[config.mk]
export PLATFORM = sky130hd
export DESIGN_NAME = right_shift_pipe
export DESIGN_NICKNAME = d
export VERILOG_FILES = /design/src/rtl/right_shift_pipe.sv
export SDC_FILE = /design/constraint.sdc
export NUM_CORES = 1
export LEC_CHECK = 0
export CAP_MARGIN = 20
export CORE_UTILIZATION = 58
export DETAILED_ROUTE_END_ITERATION = 10
export HOLD_SLACK_MARGIN = 0.08
export PLACE_DENSITY = 0.9
export SETUP_SLACK_MARGIN = 0.2
export SYNTH_ARGS = -nofsm -noshare
export SYNTH_HDL_FRONTEND = slang
export SYNTH_SLANG_ARGS = --single-unit
export TNS_END_PERCENT = 30
[constraint.sdc]
create_clock -name clock -period 7.3 [get_ports clock]
set_input_delay 1.46 -clock clock [delete_from_list [all_inputs] [get_ports clock]]
set_output_delay 1.46 -clock clock [all_outputs]
set_load 0.01 [all_outputs]
[src/rtl/right_shift_pipe.sv]
// Pipelined right shift / arithmetic shift / rotate, one stage per shamt bit.
// Define RSHIFT_ROTATE_EN to build rotate; otherwise mode 10 acts as SRL.
module right_shift_pipe #(
   parameter int WIDTH   = 32,
   parameter int SHAMT_W = $clog2(WIDTH),
   parameter int TAG_W   = 4
) (
   input  logic               clock,
   input  logic               reset,
   input  logic               in_valid,
   output logic               in_ready,
   input  logic [WIDTH-1:0]   in_data,
   input  logic [SHAMT_W-1:0] in_shamt,
   input  logic [1:0]         in_mode,
   input  logic [TAG_W-1:0]   in_tag,
   output logic               out_valid,
   input  logic               out_ready,
   output logic [WIDTH-1:0]   out_data,
   output logic [TAG_W-1:0]   out_tag
);

   localparam int L = SHAMT_W;

   typedef struct packed {
      logic               v;
      logic               sgn;
      logic [1:0]         mode;
      logic [SHAMT_W-1:0] shamt;
      logic [TAG_W-1:0]   tag;
      logic [WIDTH-1:0]   data;
   } stage_t;

   stage_t entry;
   stage_t stageD [L];
   stage_t stageQ [L];
   logic   advance;

   // Stage k handles shamt bit L-1-k, so the largest shift goes first.
   function automatic stage_t shiftStage(input stage_t cur, input int k);
      stage_t           res;
      int               sh;
      logic [WIDTH-1:0] srl;
      logic [WIDTH-1:0] sra;
`ifdef RSHIFT_ROTATE_EN
      logic [WIDTH-1:0] rot;
`endif
      sh  = 1 << (L - 1 - k);
      res = cur;
      srl = cur.data >> sh;
      sra = srl | ({WIDTH{cur.sgn}} << (WIDTH - sh));
`ifdef RSHIFT_ROTATE_EN
      rot = srl | (cur.data << (WIDTH - sh));
`endif
      if (cur.shamt[L-1-k]) begin
         unique case (cur.mode)
            2'b01:   res.data = sra;
`ifdef RSHIFT_ROTATE_EN
            2'b10:   res.data = rot;
`endif
            default: res.data = srl;
         endcase
      end
      return res;
   endfunction

   assign advance  = !stageQ[L-1].v || out_ready;
   assign in_ready = advance;

   always_comb begin
      entry       = '0;
      entry.v     = in_valid;
      entry.sgn   = in_data[WIDTH-1];
      entry.mode  = in_mode;
      entry.shamt = in_shamt;
      entry.tag   = in_tag;
      entry.data  = in_data;
   end

   for (genvar k = 0; k < L; k++) begin : g_stage
      if (k == 0) begin : g_first
         assign stageD[k] = shiftStage(entry, k);
      end else begin : g_rest
         assign stageD[k] = shiftStage(stageQ[k-1], k);
      end
   end

   // The last stage only loads on a valid entry so out_data holds across bubbles.
   always_ff @(posedge clock) begin
      if (reset) begin
         for (int k = 0; k < L; k++) stageQ[k] <= '0;
      end else if (advance) begin
         for (int k = 0; k < L - 1; k++) stageQ[k] <= stageD[k];
         stageQ[L-1].v <= stageD[L-1].v;
         if (stageD[L-1].v) begin
            stageQ[L-1].data <= stageD[L-1].data;
            stageQ[L-1].tag  <= stageD[L-1].tag;
         end
      end
   end

   assign out_valid = stageQ[L-1].v;
   assign out_data  = stageQ[L-1].data;
   assign out_tag   = stageQ[L-1].tag;

endmodule

==> reports/metrics.csv, run 1 <==
metric,value,unit
die_y,131,um
power.density,228,nW/um^2
async_flop_share,0,
avgRoutedWirePerCell,16.8,um
leakage,3.83,nW
synth_cell_types,20,
path_max_fanout,209,
synth.cell_area,9670,sq um
grt_max_degree,210,
syn_nets,703,
seqPwrFrac,0.554,
hold_buffers,0,
finalSetupViolCount,0,
switchingPower,531,uW
sw_frac_of_total,0.211,
stdcell_area,11000,sq um
grt_pass1_vias,5274,
hp-class,register to register,
area_delta_synth_final,13.9,%
synth_common_cells,"207 x edfxtp_1, 129 x mux2i_1, 100 x nor3_1",
clkPwrFrac,0.372,
htree_levels,1,
setup_tns,0,ns
drive_above_1_share,0.0824,
ys_seq_area_frac,0.643,
dieArea,17200,sq um
nets,749,
pwr-share-comb,0.074,
port_buffers,84,
slew_headroom,0.278,
syn_inst,656,
synth_ff_type,edfxtp_1,
gp_congestion,0.802,
start_util,0.602,
crit_path_end_kind,register,
dr.first_iter.drc_count,438,
hold_slack,0.609,ns
p_int,1.98,mW
gr-total-overflow,0,
cts_tree,built,
yosysTopAreaCell,edfxtp_1,
largest_register_ffs,207,
cts.sinks,207,
grt_pass1_wl,25800,um
slew_viol_final,0,
dpl-instance-area,10400,sq um
first_pass_iters,5,
antenna_found_initial,0,
hpwl,9260,um
routed_wl,15700,um
num-fill-cells,996,
hold_viol,0,
worstSetupPathType,input pin to register,
clk_pin_slew,0.06,ns
skew,0.0214,ns
cap_violations,0,
via_count,5398,
cp.required,7.40,ns
synth.top_cell.area_share,0.643,
regMostFlops,stageQ,
period_needed,4.16,ns
clockBufferDepth,3,
worst_pin_slew,1.08,ns
cts_resized,0,
rsz0062_at_grt,no,
p_total,2.51,mW
ys_top_cells_by_area,"edfxtp_1 64%, mux2i_1 13%, nor3_1 5.2%",
peakVddDrop,0.153,mV
yosysMostFrequentCell,edfxtp_1,
antenna_cells,0,
cts_made_buffers,20,
arrival,4.26,ns
synth_edf_count,207,
clockRootBuffer,clkbuf_16,
clock_latency,0.49,ns
coreArea,16100,sq um
largest_registers,stageQ: 207 flops,
track_usage,0.182,
startpoint_type,input pin,
rows,46,
status,finished clean,
drc,0,
die_w,131,um
synth_area_per_cell,14.7,sq um
yosys_warnings,0,
ant_nets,0,
pin_count,85,
ys_ff_latch,207,
vias_per_cell,5.79,
fmax,241,MHz
fin_crit_sh,0.569,
postCtsSetupRepairBufs,0,
==> critical path, cell delays in order <==
cell             delay, ns
clkdlybuf4s50_1       0.50
nor2b_4               0.06
buf_12                0.24
nand2b_4              0.74
buf_12                0.32
buf_4                 0.70
==> layer usage <==
| metal | GRT usage | routed length (um) |
|---|---|---|
| met5 | 0 | 0 |
| met4 | 0.0549 | 277 |
| met3 | 0.0297 | 664 |
| met2 | 0.327 | 8030 |
| met1 | 0.226 | 6690 |
==> power by group through the flow <==
| stage | Combinational, mW | Sequential, mW | Clock (mW) |
|---|---|---|---|
| 6_report | 0.186 | 1.39 | 0.936 |
| 5_1_grt | 0.201 | 1.40 | 0.993 |
| 4_1_cts | 0.185 | 1.39 | 0.944 |
| 3_5_place_dp | 0.183 | 1.42 | 0 |
| 3_3_place_gp | 0.176 | 1.41 | 0 |
| 2_1_floorplan | 0.126 | 1.41 | 0 |
==> final cells by class <==
cell class / count / area (sq um) / area share
Sequential cell: 207 / 6220 / 0.564
Multi-Input combinational cell: 375 / 2950 / 0.268
Timing Repair Buffer: 95 / 970 / 0.0880
Clock buffer: 24 / 537 / 0.0487
Tap cell: 216 / 270 / 0.0245
Clock inverter: 12 / 61.3 / 0.00557
Inverter: 3 / 11.3 / 0.00102
==> path summary, 6_finish.rpt <==
kind / slack [ns] / cells after the start / startpoint / endpoint
setup / recovery: 3.14 / 6 / out_ready / stageQ[3][41]
hold / removal: 0.61 / 1 / stageQ[1][44] / stageQ[2][44]
setup reg to reg: 4.12 / 5 / stageQ[4][44] / stageQ[3][41]
hold reg to reg: 0.61 / 1 / stageQ[1][44] / stageQ[2][44]
==> placed cells by master, fill, tap and decap left out <==
cell type	instances
clkinvlp_4	1
nand2b_4	1
clkinv_4	1
nor3b_1	41
nand4b_4	3
buf_4	8
clkbuf_16	21
a2111oi_2	2
nand4b_1	2
buf_6	1
o21bai_2	1
clkinv_1	4
buf_12	2
a211oi_1	19
nor4b_1	4
nor3_1	100
buf_16	1
nor2b_4	1
inv_1	3
mux2i_1	129
clkdlybuf4s50_1	83
nor4_1	31
nand2b_1	31
a211oi_2	10
edfxtp_1	207
clkbuf_1	3
clkinv_2	6
==> logic make-up after synthesis <==
logic type / Yosys count / share of synthesized area
buffers and inverters: 74 / 0.0536
AOI/OAI and AO/OA: 32 / 0.0316
DFF: 207 / 0.643
muxes: 129 / 0.134
and+or+nand+nor: 214 / 0.139
==> through the flow <==
stage	worst slack, ns	cells	utilization
final	3.14	932	0.686
after global placement	2.75	894	0.646
after CTS	3.24	931	0.684
after global routing	3.02	932	0.686
after detailed placement	2.76	895	0.647
after floorplan	0.907	656	-
Power figures use the tool's default switching activity.
==> run 2, diff against run 1 <==
Clock period 7.3 ns to 4.2 ns, I/O delays scaled along.
==> run 2 against run 1 <==
  * Clock-buffer cell count shrank 2
  * Critical endpoint is now in_ready
  * Critical path depth shrank 2
  * First-iteration DRC count decreased by 51%
  * Flip-flop and latch count did not move
  * Global-route usage fell by 1.3 points
  * Die area is the same
  * Core utilization decreased by 0.12 points
  * Combinational power grew 71%
  * Largest cell class unchanged
  * Clock skew up 0.00069 ns
  * Sequential power increased by 74%
  * Worst hold slack better by 0.0021 ns
  * Via count shrank 2.6%
==> reports/metrics.csv, run 2 (synthesis gave the netlist of run 1 again) <==
metric,value,unit
clockRootBuffer,clkbuf_16,
rows,46,
period_needed,3.19,ns
layout_common_cells,"207 x edfxtp_1, 129 x mux2i_1, 100 x nor3_1",
finalSetupViolCount,0,
largest_registers,stageQ: 207 flops,
htree_levels,1,
place_inst,897,
hold_viol,0,
setup_tns,0,ns
fmax,314,MHz
drc,0,
area_delta_synth_final,13.7,%
status,finished clean,
leakage,3.82,nW
slew_viol_final,0,
gr-total-overflow,0,
hold_buffers,0,
vias_per_cell,5.65,
antenna_found_initial,0,
grt_pass1_wl,24200,um
dr.first_iter.drc_count,215,
clk_pin_slew,0.06,ns
hp-class,register to register,
start_util,0.602,
track_usage,0.170,
cp.required,3.36,ns
postCtsSetupRepairBufs,0,
rsz0062_at_grt,no,
hpwl,9390,um
routed_wl,14400,um
coreArea,16100,sq um
regMostFlops,stageQ,
gp_congestion,0.786,
port_buffers,84,
slew_headroom,0.428,
nets,749,
path_max_fanout,24,
power.density,397,nW/um^2
cap_violations,0,
dieArea,17200,sq um
skew,0.0221,ns
cts_resized,0,
clockBufferDepth,3,
largest_register_ffs,207,
via_count,5257,
grt_pass1_vias,5077,
clock_latency,0.48,ns
worstSetupPathType,input pin to primary output,
die_w,131,um
layout_commonest_cell,edfxtp_1,
first_pass_iters,5,
p_total,4.36,mW
grt_max_degree,188,
die_y,131,um
avgRoutedWirePerCell,15.5,um
fin_crit_sh,0.759,
worst_pin_slew,0.859,ns
pin_count,85,
antenna_cells,0,
cts_made_buffers,19,
drive_above_1_share,0.0798,
crit_path_end_kind,primary output,
cts_tree,built,
ant_nets,0,
instances_no_fill,930,
peakVddDrop,0.294,mV
cts.sinks,207,
num-fill-cells,1013,
startpoint_type,input pin,
arrival,2.35,ns
-- run 2: metal layers --
metal  part of all wire  track usage
met5                  0            0
met2               0.52        0.311
met3              0.048       0.0262
met4              0.012       0.0392
met1               0.42        0.210
-- run 2: path summary, 6_finish.rpt --
| path | from | endpoint | slack, ns | depth (start not counted) |
|---|---|---|---|---|
| hold / removal | stageQ[2][33] | stageQ[3][33] | 0.61 | 1 |
| hold reg to reg | stageQ[2][33] | stageQ[3][33] | 0.61 | 1 |
| setup / recovery | out_ready | in_ready | 1.01 | 4 |
| setup reg to reg | stageQ[4][44] | stageQ[0][34] | 2.08 | 3 |
-- run 2: cell type report --
cell class	instances	area (sq um)	share of cell area
Inverter	3	11.3	0.00102
Clock buffer	22	487	0.0443
Multi-Input combinational cell	375	2950	0.268
Clock inverter	11	104	0.00945
Timing Repair Buffer	96	957	0.0871
Sequential cell	207	6220	0.565
Tap cell	216	270	0.0246
-- run 2: stage by stage --
stage,util,hold slack [ns],setup WS (ns),instance area (sq um)
floorplan,-,0.570,0.503,9670
global placement,0.648,0.581,1.03,10400
detailed placement,0.648,0.588,1.00,10400
CTS,0.685,0.611,1.01,11000
global route,0.685,0.620,0.921,11000
finish,0.685,0.612,1.01,11000
-- run 2: critical path, cell delays in order --
cell and delay (ns):
clkdlybuf4s50_1 0.45, nor2b_4 0.49, inv_1 0.08, clkdlybuf4s50_1 0.49
-- run 2: where the power goes --
group	leakage [nW]	switching (mW)	internal [mW]
Clock	0.292	0.673	0.953
Combinational	1.10	0.158	0.160
Sequential	2.43	0.0446	2.37
==> run 3, diff against run 2 <==
Settings changed: CORE_UTILIZATION 58 to 52, PLACE_DENSITY 0.9 to 0.86.
Clock period 4.2 ns to 2.9 ns, I/O delays scaled along.
==> run 3 against run 2 <==
  * The run now ends with design-rule violations left
  * Via count rose by 0.74%
  * Die area rose by 11%
  * Register-to-register slack got worse by 1.1 ns
  * Final area rose by 1.1%
  * Clock skew fell by 0.013 ns
==> reports/metrics.csv, run 3 (synthesis gave the netlist of run 1 again) <==
metric,value,unit
status,"complete, but fails checks",
violations,design-rule violations,
port_buffers,84,
die_w,138,um
nets,751,
hold_viol,0,
arrival,1.76,ns
layout_commonest_cell,edfxtp_1,
clk_pin_slew,0.06,ns
cap_violations,0,
largest_registers,stageQ: 207 flops,
grt_pass1_wl,25500,um
largest_register_ffs,207,
gr-total-overflow,0,
vias_per_cell,5.58,
grt_max_degree,140,
stdcell_area,11100,sq um
switchingPower,1.35,mW
track_usage,0.160,
instances_no_fill,949,
num-fill-cells,1259,
worst_pin_slew,0.922,ns
hold_slack,0.615,ns
fin_crit_sh,0.805,
fmax,428,MHz
finalSetupViolCount,0,
pin_count,85,
avgRoutedWirePerCell,16.0,um
seqPwrFrac,0.541,
skew,0.00920,ns
first_pass_iters,7,
antenna_found_initial,0,
coreArea,18100,sq um
path_max_fanout,3,
clock_latency,0.49,ns
area_delta_synth_final,14.9,%
fin_util,0.614,
postCtsSetupRepairBufs,0,
dpl-instance-area,10500,sq um
ant_nets,0,
routed_wl,15200,um
htree_levels,1,
cp.required,2.32,ns
clockRootBuffer,clkbuf_16,
place_inst,909,
worstSetupPathType,input pin to primary output,
drive_above_1_share,0.0806,
period_needed,2.34,ns
dieArea,19100,sq um
dr.first_iter.drc_count,380,
grt_pass1_vias,5278,
sw_frac_of_total,0.209,
slew_viol_final,0,
die_y,138,um
hpwl,9390,um
slew_headroom,0.384,
cts.sinks,207,
crit_path_end_kind,primary output,
hp-class,register to register,
clockBufferDepth,3,
ff_latch_area,6220,sq um
startpoint_type,input pin,
cts_resized,0,
antenna_cells,0,
rows,49,
regMostFlops,stageQ,
hold_buffers,0,
cts_tree,built,
multi_input_area,2960,sq um
peakVddDrop,0.417,mV
leakage,3.86,nW
p_total,6.48,mW
cts_made_buffers,22,
clkPwrFrac,0.387,
via_count,5296,
layout_common_cells,"207 x edfxtp_1, 129 x mux2i_1, 100 x nor3_1",
pwr-share-comb,0.072,
rsz0062_at_grt,no,
start_util,0.535,
power.density,583,nW/um^2
p_int,5.13,mW
drc,12,
gp_congestion,0.771,
-- run 3: cell types whose count changed in the layout (fill, tap and decap cells not counted) --
cell	previous run	this run
clkbuf_16	19	23
clkinv_1	4	5
buf_4	10	6
clkinv_4	0	1
bufinv_16	2	0
o21bai_4	0	1
clkbuf_1	3	7
buf_12	2	5
o21bai_2	1	0
clkinv_2	4	3
-- run 3: through the flow --
step | setup slack, ns | setup TNS (ns)
after CTS | 0.554 | 0
final | 0.564 | 0
after global routing | 0.527 | 0
after global placement | 0.449 | 0
after detailed placement | 0.374 | 0
after floorplan | -0.170 | -6.12
-- run 3: worst paths after layout --
check / end / slack, ns / startpoint / cells past startpoint
setup / recovery: in_ready / 0.56 / out_ready / 4
hold reg to reg: stageQ[1][36] / 0.61 / stageQ[0][36] / 1
hold / removal: stageQ[1][36] / 0.61 / stageQ[0][36] / 1
setup reg to reg: stageQ[2][12] / 0.99 / stageQ[4][44] / 4
-- run 3: worst max-delay path, cell delays in order --
cell and delay (ns):
clkdlybuf4s50_1 0.45, nor2b_4 0.20, inv_1 0.05, clkdlybuf4s50_1 0.47
-- run 3: area by class of cell --
class | instances | share of cell area
inverter | 3 | 0.00101
clock inverter | 10 | 0.00462
timing repair buffer | 95 | 0.0889
clock buffer | 30 | 0.0542
multi-input combinational | 375 | 0.266
sequential | 207 | 0.560
tap | 229 | 0.0258
-- run 3: power groups by stage --
stage	registers (mW)	clock network, mW	logic (mW)
after floorplan	3.56	0	0.317
after global placement	3.56	0	0.447
after detailed placement	3.57	0	0.464
after CTS	3.50	2.55	0.468
after global routing	3.52	2.67	0.507
final	3.50	2.51	0.466
-- run 3: metal layers --
layer | vias up | wire [um] | track usage
li1 | 2664 | - | -
met1 | 2453 | 6650 | 0.207
met2 | 138 | 7400 | 0.273
met3 | 41 | 654 | 0.0277
met4 | 0 | 456 | 0.0603
met5 | - | 0 | 0
